## config.mk

```make
export PLATFORM = sky130hd
export DESIGN_NAME = spike_window_decoder
export DESIGN_NICKNAME = d
export VERILOG_FILES = /design/src/rtl/snn_decode_pkg.sv /design/src/rtl/spike_sat_counter.sv /design/src/rtl/spike_window_decoder.sv
export SDC_FILE = /design/constraint.sdc
export NUM_CORES = 1
export LEC_CHECK = 0
export ABC_AREA = 1
export ABC_CLOCK_PERIOD_IN_PS = 3130
export CORE_ASPECT_RATIO = 0.5
export CORE_UTILIZATION = 30
export DETAILED_ROUTE_END_ITERATION = 8
export SYNTH_ARGS = -nofsm -noshare
export SYNTH_HDL_FRONTEND = slang
export SYNTH_SLANG_ARGS = --single-unit
export TNS_END_PERCENT = 1
```

## constraint.sdc

```tcl
create_clock -name clock -period 3.13 [get_ports clock]
set_input_delay 0.313 -clock clock [delete_from_list [all_inputs] [get_ports clock]]
set_output_delay 0.313 -clock clock [all_outputs]
set_load 0.01 [all_outputs]
```

## src/rtl/snn_decode_pkg.sv

```systemverilog
// Shared definitions for the output-layer spike decoder: default window/counter
// sizes, FSM state encoding and the winner-selection helper.
package snn_decode_pkg;

  localparam int DEF_WIN_LEN = 8;
  localparam int DEF_CNT_W   = 4;

  localparam logic [1:0] ST_IDLE_ENC    = 2'd0;
  localparam logic [1:0] ST_COLLECT_ENC = 2'd1;
  localparam logic [1:0] ST_DECIDE_ENC  = 2'd2;
  localparam logic [1:0] ST_HOLD_ENC    = 2'd3;

  typedef enum logic [1:0] {
    ST_IDLE    = ST_IDLE_ENC,
    ST_COLLECT = ST_COLLECT_ENC,
    ST_DECIDE  = ST_DECIDE_ENC,
    ST_HOLD    = ST_HOLD_ENC
  } state_e;

  // One-hot of the strictly largest count; ties at the maximum (including all zero) give 3'b000.
  function automatic logic [2:0] pick_winner(input logic [15:0] c1,
                                             input logic [15:0] c2,
                                             input logic [15:0] c3);
    logic [2:0] w;
    w = 3'b000;
    if (c1 > c2 && c1 > c3)      w = 3'b100;
    else if (c2 > c1 && c2 > c3) w = 3'b010;
    else if (c3 > c1 && c3 > c2) w = 3'b001;
    return w;
  endfunction

endpackage

```

## src/rtl/spike_sat_counter.sv

```systemverilog
// Per-neuron spike counter: synchronous clear, increment that saturates at all-ones.
module spike_sat_counter
  import snn_decode_pkg::*;
#(
  parameter int CNT_W = DEF_CNT_W
) (
  input  logic             clock,
  input  logic             reset,
  input  logic             clr,
  input  logic             inc,
  output logic [CNT_W-1:0] cnt
);

  localparam logic [CNT_W-1:0] CNT_MAX = '1;

  logic [CNT_W-1:0] cnt_q, cnt_d;

  always_comb begin
    cnt_d = cnt_q;
    if (clr)                        cnt_d = '0;
    else if (inc && cnt_q != CNT_MAX) cnt_d = cnt_q + 1'b1;
  end

  always_ff @(posedge clock or posedge reset) begin
    if (reset) cnt_q <= '0;
    else       cnt_q <= cnt_d;
  end

  assign cnt = cnt_q;

endmodule

```

## src/rtl/spike_window_decoder.sv

```systemverilog
// Counts output-layer spikes over a fixed window, picks the unique winner and
// offers it on a valid/ready result port while keeping match/trial statistics.
module spike_window_decoder
  import snn_decode_pkg::*;
#(
  parameter int WIN_LEN = DEF_WIN_LEN,
  parameter int CNT_W   = DEF_CNT_W
) (
  input  logic               clock,
  input  logic               reset,
  input  logic [2:0]         spk_in,
  input  logic               start,
  input  logic [2:0]         exp_label,
  output logic               res_valid,
  input  logic               res_ready,
  output logic [2:0]         result,
  output logic               busy,
  output logic               overrun,
  output logic [7:0]         match_cnt,
  output logic [7:0]         trial_cnt,
  output logic [1:0]         dbg_state,
  output logic [3*CNT_W-1:0] dbg_cnt
);

  // Result handshake: result is offered while res_valid is high and is
  // consumed on a rising edge where res_valid and res_ready are both 1.
  localparam logic [7:0] WIN_LAST = 8'(WIN_LEN);

  state_e     state_q, state_d;
  logic [7:0] win_q, win_d;
  logic [2:0] label_q, label_d;
  logic [2:0] result_q, result_d;
  logic [7:0] match_q, match_d;
  logic [7:0] trial_q, trial_d;
  logic       overrun_q, overrun_d;
  logic       busy_q, busy_d;
  logic       valid_q, valid_d;

  logic             clr, inc_en;
  logic [2:0]       winner;
  logic [CNT_W-1:0] cnt1, cnt2, cnt3;

  spike_sat_counter #(.CNT_W(CNT_W)) u_cnt1 (
    .clock(clock), .reset(reset), .clr(clr), .inc(inc_en & spk_in[2]), .cnt(cnt1));
  spike_sat_counter #(.CNT_W(CNT_W)) u_cnt2 (
    .clock(clock), .reset(reset), .clr(clr), .inc(inc_en & spk_in[1]), .cnt(cnt2));
  spike_sat_counter #(.CNT_W(CNT_W)) u_cnt3 (
    .clock(clock), .reset(reset), .clr(clr), .inc(inc_en & spk_in[0]), .cnt(cnt3));

  assign winner = pick_winner(16'(cnt1), 16'(cnt2), 16'(cnt3));

  always_comb begin
    state_d   = state_q;
    win_d     = win_q;
    label_d   = label_q;
    result_d  = result_q;
    match_d   = match_q;
    trial_d   = trial_q;
    overrun_d = overrun_q;
    clr       = 1'b0;
    inc_en    = 1'b0;
    case (state_q)
      ST_IDLE: begin
        if (start) begin
          clr     = 1'b1;
          label_d = exp_label;
          win_d   = 8'd0;
          state_d = ST_COLLECT;
        end
      end
      ST_COLLECT: begin
        if (start) overrun_d = 1'b1;
        // WIN_LEN counting edges, then one edge to hand over to DECIDE.
        if (win_q == WIN_LAST) begin
          state_d = ST_DECIDE;
        end else begin
          inc_en = 1'b1;
          win_d  = win_q + 8'd1;
        end
      end
      ST_DECIDE: begin
        if (start) overrun_d = 1'b1;
        result_d = winner;
        if (trial_q != 8'hFF) trial_d = trial_q + 8'd1;
        if (winner == label_q && label_q != 3'b000 && match_q != 8'hFF)
          match_d = match_q + 8'd1;
        state_d = ST_HOLD;
      end
      ST_HOLD: begin
        if (res_ready) begin
          result_d = 3'b000;
          if (start) begin
            clr     = 1'b1;
            label_d = exp_label;
            win_d   = 8'd0;
            state_d = ST_COLLECT;
          end else begin
            state_d = ST_IDLE;
          end
        end else if (start) begin
          overrun_d = 1'b1;
        end
      end
      default: state_d = ST_IDLE;
    endcase
    busy_d  = (state_d != ST_IDLE);
    valid_d = (state_d == ST_HOLD);
  end

  always_ff @(posedge clock or posedge reset) begin
    if (reset) begin
      state_q   <= ST_IDLE;
      win_q     <= 8'd0;
      label_q   <= 3'b000;
      result_q  <= 3'b000;
      match_q   <= 8'd0;
      trial_q   <= 8'd0;
      overrun_q <= 1'b0;
      busy_q    <= 1'b0;
      valid_q   <= 1'b0;
    end else begin
      state_q   <= state_d;
      win_q     <= win_d;
      label_q   <= label_d;
      result_q  <= result_d;
      match_q   <= match_d;
      trial_q   <= trial_d;
      overrun_q <= overrun_d;
      busy_q    <= busy_d;
      valid_q   <= valid_d;
    end
  end

  assign res_valid = valid_q;
  assign result    = result_q;
  assign busy      = busy_q;
  assign overrun   = overrun_q;
  assign match_cnt = match_q;
  assign trial_cnt = trial_q;
  assign dbg_state = state_q;
  assign dbg_cnt   = {cnt1, cnt2, cnt3};

endmodule

```

==> results.txt, run 1 <==
Setup-failing EPs final: 0
vias in the first global route: 2310
Post-route DRC: 0
WP buf/inv: 1
actual slew at the worst max-slew pin: 1010 ps
R2R depth: 12
syn_nets: 403
post-synthesis cell area: 2990 µm²
initial drt markers: 131
TNS Setup: 0 ps
synthesis-to-finish area growth: 24.7%
Avg Cell Area, Syn: 8.10 µm²
Reg clk slew, reported paths: 60 ps
Final Hold Vio Count: 0
Most used DFF post-synth: dfrtp_1
Design Power: 3.26 mW
FFs w/ async S/R, synth: 100%
FF-to-FF End: match_cnt[2]$_DFFE_PP0P_
Hold Crit Class: reg2reg
Post-synth EDFFs: 0
Fin Clk Skew: 3.29 ps
Max transition margin: 32.6%
gpl congestion: 0.762
Syn Inst Count: 369
Worst EP arrival: 2170 ps
initial antenna violation count: 0
H-tree depth: 2
initial core utilization: 31.2%
max cap viols: 0
Placed Cells: 546
CP Capture Type: flip-flop
final cycle utilization of the critical path: 63.8%
CTS tree: done
# fillers: 1011
Port-buffer cells: 45
Die X: 143 µm
register area share after synthesis: 39.3%
post-CTS setup buffers: 0
Post-CTS Hold Buffers: 0
most frequent cells in the layout: 92 x nand2_1, 47 x dfrtp_1, 45 x clkdlybuf4s50_1
RSZ-0062 raised after global routing: false
commonest non-fill, non-tap cell in the layout: nand2_1
FF+latch count, synth: 47
leakage power: 1.80 nW
Ports: 46
total CTS buffers: 5
Worst path most repeated cell: nand2_1
status: complete, no violations
DPL Wire Length: 4.84 mm
CP max FO: 9
Slew Limit Fails: 0
post_cts resized: 0
Cell variety after synth: 35
first-pass GRT wire length: 10.8 mm
Power Dens Cells: 874 nW/µm²
WL final: 6.35 mm
diodes inserted: 0
Hold Path End: overrun$_DFFE_PP0P_
die area: 10400 µm²
drt wl/cell: 11.5 µm
Clock Tree Buf Depth: 2
Routed Antenna Nets: 0
Slowest-stage cell, CP: dfrtp_1
largest net degree at the start of global routing: 48
RR Startpoint: u_cnt2.cnt[3]$_DFFE_PP0P_
FMAX: 0.501 GHz
worst-path cell chain: inv_1 > ha_1 > nand2_1 > nor2_1 > nor2_1 > nand3_2 > nand2_1 > nand2_1 > nor2_4 > nand2_4 > nand2_1 > nand2_1
Cells on Worst Hold Path: 1
critical path required time: 3310 ps
Clk Tree Root Cell: clkbuf_16
routed via count: 2476
max incr delay on CP: 440 ps
Final Instance Count excl. Fillers: 554
clock sink count: 47
share of layout cells above drive strength 1: 8.83%
die height: 72.6 µm
vias per cell: 4.47
VDD IR-drop max: 0.406 mV
kind of critical path: reg2reg
row cnt: 25
min Tclk post-route: 2000 ps
Top Family by Delay on Critical Path: simple AND/OR/NAND/NOR gates
Ys Warns: 0
grt total ovfl: 0
Worst-Skew Late Latency: 280 ps
Core Box Area: 9570 µm²
crit path launch type: flip-flop
Total GRT Usage: 13.4%
reg2reg setup slack: 1130 ps
final net count: 452
HP Start: overrun$_DFFE_PP0P_
Detailed Routing Iterations Pass 1: 4
[layout make-up]
cell class | instances | area (µm²) | share of cell area (%)
timing repair buffer | 45 | 450 | 12.1
clock buffer | 6 | 129 | 3.46
inverter | 52 | 195 | 5.23
clock inverter | 2 | 12.5 | 0.335
multi-input combinational | 267 | 1600 | 42.8
sequential | 47 | 1180 | 31.5
tap | 135 | 169 | 4.53
[cells in the mapped netlist, types with 4 or more instances]
cell     number  area [µm²]
a21oi_1       8        40.0
dfrtp_1      47        1180
ha_1         24         300
inv_1        38         143
inv_2        12        45.0
nand2_1      92         345
nand3_1      41         205
nand4_1       7        43.8
nor2_1       23        86.3
nor3_1        4        20.0
o21ai_0       9        45.0
o21ai_1       9        45.0
o31ai_1       6        45.0
xnor2_1       8        70.1
xor2_1       15         131
[logic make-up (layout without fill, tap and decap cells)]
kind of cell	Yosys count	in the layout	share of synthesized area, %
xor gates and xnor gates	23	23	6.74
AOI/OAI and AO/OA	38	38	7.99
adders and majority gates	24	24	10.0
buffers and inverters	55	105	7.24
and+or+nand+nor	182	182	28.7
DFF	47	47	39.3
[where the power goes]
group	internal, mW	leakage (nW)	total, mW	switching, mW
logic	0.715	1.12	1.75	1.03
registers	0.781	0.617	0.992	0.211
clock network	0.295	0.0669	0.522	0.227
total	1.79	1.80	3.26	1.47
[flip-flops by register name, summed over array words and instances (netlist names), 2 cells and up]
| signal | flops |
|---|---|
| u_cnt2.cnt | 4 |
| match_cnt | 8 |
| label_q | 3 |
| win_q | 8 |
| result | 3 |
| dbg_state | 2 |
| u_cnt1.cnt | 4 |
| trial_cnt | 8 |
| u_cnt3.cnt | 4 |
[metal layers]
layer	global-route usage (%)	vias up	wire length [µm]
li1	-	1305	-
met3	3.22	4	171
met1	18.5	1142	3310
met2	21.1	25	2810
met5	0	-	0
met4	3.23	0	48
[through the flow]
stage / cell area, µm² / util, % / hold WS, ps / setup WS (ps)
after floorplan: 2990 / - / 434 / 1350
after global placement: 3590 / 37.5 / 471 / 1190
after detailed placement: 3590 / 37.5 / 473 / 1150
after CTS: 3730 / 39.0 / 488 / 1130
after global routing: 3730 / 39.0 / 513 / 903
final: 3730 / 39.0 / 480 / 1130
[worst max-delay path by stage]
stage,start,end,cells past startpoint
finish,u_cnt2.cnt[3]$_DFFE_PP0P_,match_cnt[2]$_DFFE_PP0P_,12
global route,u_cnt2.cnt[3]$_DFFE_PP0P_,match_cnt[5]$_DFFE_PP0P_,12
CTS,u_cnt2.cnt[3]$_DFFE_PP0P_,match_cnt[2]$_DFFE_PP0P_,12
detailed placement,u_cnt2.cnt[3]$_DFFE_PP0P_,match_cnt[5]$_DFFE_PP0P_,12
global placement,u_cnt2.cnt[3]$_DFFE_PP0P_,match_cnt[4]$_DFFE_PP0P_,12
floorplan,u_cnt2.cnt[2]$_DFFE_PP0P_,match_cnt[2]$_DFFE_PP0P_,12
Power figures use the tool's default switching activity.
==> run 2: changes to the inputs <==
--- a/config.mk
+++ b/config.mk
@@ -6,7 +6,7 @@
 export NUM_CORES = 1
 export LEC_CHECK = 0
 export ABC_AREA = 1
-export ABC_CLOCK_PERIOD_IN_PS = 3130
+export ABC_CLOCK_PERIOD_IN_PS = 1980
 export CORE_ASPECT_RATIO = 0.5
 export CORE_UTILIZATION = 30
 export DETAILED_ROUTE_END_ITERATION = 8
==> constraint.sdc (replaced) <==
create_clock -name clock -period 1.98 [get_ports clock]
set_input_delay 0.198 -clock clock [delete_from_list [all_inputs] [get_ports clock]]
set_output_delay 0.198 -clock clock [all_outputs]
set_load 0.01 [all_outputs]
==> run 2 against run 1 <==
Global-route usage is 0.52 points higher; die area is the same; flip-flop and latch count is the same; core utilization is 2.3 points higher; routed wire length is 3.6% higher; first-iteration DRC count up 21%; worst setup slack lost 1000 ps; sequential share of layout area down 1.7 points; maximum frequency grew 7.8%; cell area rose by 5.8%; non-clock buffer count is 20 higher; critical endpoint is now match_cnt[4]$_DFFE_PP0P_.
==> results.txt, run 2 (synthesized netlist as in run 1, its figures left out) <==
Power Dens Cells: 1470 nW/µm² (+68%)
WL final: 6.58 mm (+3.6%)
Setup-failing EPs final: 0 (unchanged)
initial antenna violation count: 0 (unchanged)
final net count: 472 (+4.4%)
worst-path cell chain: inv_1 > ha_1 > a21oi_1 > nand4_1 > nor2_4 > nor2_8 > buf_4 > nand3_1 > nand2_1
Final Hold Vio Count: 0 (unchanged)
initial core utilization: 31.2% (unchanged)
Detailed Routing Iterations Pass 1: 4 (unchanged)
Post-route DRC: 0 (unchanged)
critical path required time: 2170 ps (-1140 ps)
max incr delay on CP: 430 ps (about the same)
Post-CTS Hold Buffers: 0 (unchanged)
max cap viols: 0 (unchanged)
Routed Antenna Nets: 0 (unchanged)
Die X: 143 µm (unchanged)
row cnt: 25 (unchanged)
largest net degree at the start of global routing: 48 (unchanged)
Clock Tree Buf Depth: 2 (unchanged)
die height: 72.6 µm (unchanged)
VDD IR-drop max: 0.668 mV (+64%)
status: complete, no violations
drt wl/cell: 11.5 µm (+0.14%)
Clk Tree Root Cell: clkbuf_16
Slowest-stage cell, CP: dfrtp_2
Core Box Area: 9570 µm² (unchanged)
Hold Crit Class: in2async
leakage power: 1.92 nW (+6.2%)
Placed Cells: 558 (+2.2%)
first-pass GRT wire length: 11.3 mm (+4.1%)
CP max FO: 8 (-1)
final cycle utilization of the critical path: 93.6% (+30 points)
Ports: 46 (unchanged)
synthesis-to-finish area growth: 32.0%
commonest non-fill, non-tap cell in the layout: nand2_1
Worst EP arrival: 2040 ps (-130 ps)
share of layout cells above drive strength 1: 15.5% (+6.7 points)
vias per cell: 4.40 (-1.4%)
FMAX: 0.540 GHz (+7.8%)
Total GRT Usage: 13.9% (+0.52 points)
Slew Limit Fails: 0 (unchanged)
grt total ovfl: 0 (unchanged)
Placement Setup Slack: -9.61 ps (-1160 ps)
Final Instance Count excl. Fillers: 573 (+3.4%)
H-tree depth: 2 (unchanged)
diodes inserted: 0 (unchanged)
Reg clk slew, reported paths: 70 ps (about the same)
Max transition margin: 65.7% (+33 points)
die area: 10400 µm² (unchanged)
most frequent cells in the layout: 89 x nand2_1, 45 x dfrtp_1, 45 x clkdlybuf4s50_1
# fillers: 978 (-3.3%)
actual slew at the worst max-slew pin: 512 ps (-497 ps)
clock sink count: 47 (unchanged)
vias in the first global route: 2400 (+3.9%)
routed via count: 2524 (+1.9%)
min Tclk post-route: 1850 ps (-144 ps)
CP Capture Type: flip-flop
CTS tree: done
Port-buffer cells: 45 (unchanged)
initial drt markers: 158 (+21%)
Worst-Skew Late Latency: 300 ps (+20 ps)
Design Power: 5.80 mW (+78%)
crit path launch type: flip-flop
slack of the critical path: 128 ps (-1010 ps)
Final Core Density: 41.2% (+2.3 points)
FF/Latch Area: 1180 µm² (+0.21%)
gpl congestion: 0.798 (+4.7%)
DPL Wire Length: 4.89 mm (+0.96%)
footprint of the multi-input gates: 1630 µm² (+2.0%)
Fin Clk Skew: 8.45 ps (+5.16 ps)
kind of critical path: reg2reg
total CTS buffers: 5 (unchanged)
RSZ-0062 raised after global routing: true
run 2: cell count changes in the layout (fill, tap and decap cells not counted), moves of 3 or more:
cell     before  now
nor2_1       23   20
buf_4         0   19
nand2_1      92   89
nand2_2       3    6
run 2: routing by layer:
layer / track usage, % / vias to the layer above / routed length (µm)
met1: 19.6 / 1144 / 3460
li1: - / 1343 / -
met2: 21.5 / 30 / 2820
met5: 0 / - / 0
met3: 2.95 / 7 / 233
met4: 3.94 / 0 / 65
run 2: cell type report:
class                           count  share of cell area [%]
Clock buffer                        5                    3.17
Clock inverter                      2                   0.951
Inverter                           52                    4.94
Multi-Input combinational cell    267                    41.3
Sequential cell                    47                    29.9
Tap cell                          135                    4.28
Timing Repair Buffer               65                    15.5
run 2: per-stage QoR:
| step | TNS, ps | hold slack [ps] | area (µm²) |
|---|---|---|---|
| final | 0 | 249 | 3950 |
| after global routing | -18.8 | 283 | 3950 |
| after CTS | 0 | 269 | 3880 |
| after detailed placement | -27.1 | 473 | 3690 |
| after global placement | 0 | 472 | 3690 |
| after floorplan | 0 | 319 | 2990 |
run 2: worst paths after layout:
| check | from | to | slack (ps) | cells after the start |
|---|---|---|---|---|
| min in group clock | overrun$_DFFE_PP0P_ | overrun$_DFFE_PP0P_ | 480 | 1 |
| min | reset | trial_cnt[3]$_DFFE_PP0P_ | 250 | 3 |
| min reg2reg | overrun$_DFFE_PP0P_ | overrun$_DFFE_PP0P_ | 480 | 1 |
| max | u_cnt2.cnt[3]$_DFFE_PP0P_ | match_cnt[4]$_DFFE_PP0P_ | 130 | 9 |
| max reg2reg | u_cnt2.cnt[3]$_DFFE_PP0P_ | match_cnt[4]$_DFFE_PP0P_ | 130 | 9 |
| max in group asynchronous | reset | u_cnt2.cnt[1]$_DFFE_PP0P_ | 1480 | 3 |
run 2: report_power, final:
part | total [mW] | leakage (nW) | internal (mW) | switching [mW]
combinational | 3.34 | 1.23 | 1.46 | 1.88
sequential | 1.49 | 0.614 | 1.24 | 0.252
clock | 0.971 | 0.0759 | 0.589 | 0.382
run 2: what timing repair did:
| item | CTS | global route |
|---|---|---|
| setup buffers | 3 | 5 |
| pin swaps | 1 | 5 |
| resized for setup | 1 | 12 |
| setup endpoints to repair | 8 | 10 |
| endpoints found under the hold margin | 0 | 0 |
run 2: critical path: cells and delay by family, from the launching register on:
family	cells	cell delay (ps)
compound gates	1	230
fa+ha+maj	1	260
buf+inv	2	240
flops	1	430
simple gates	5	610
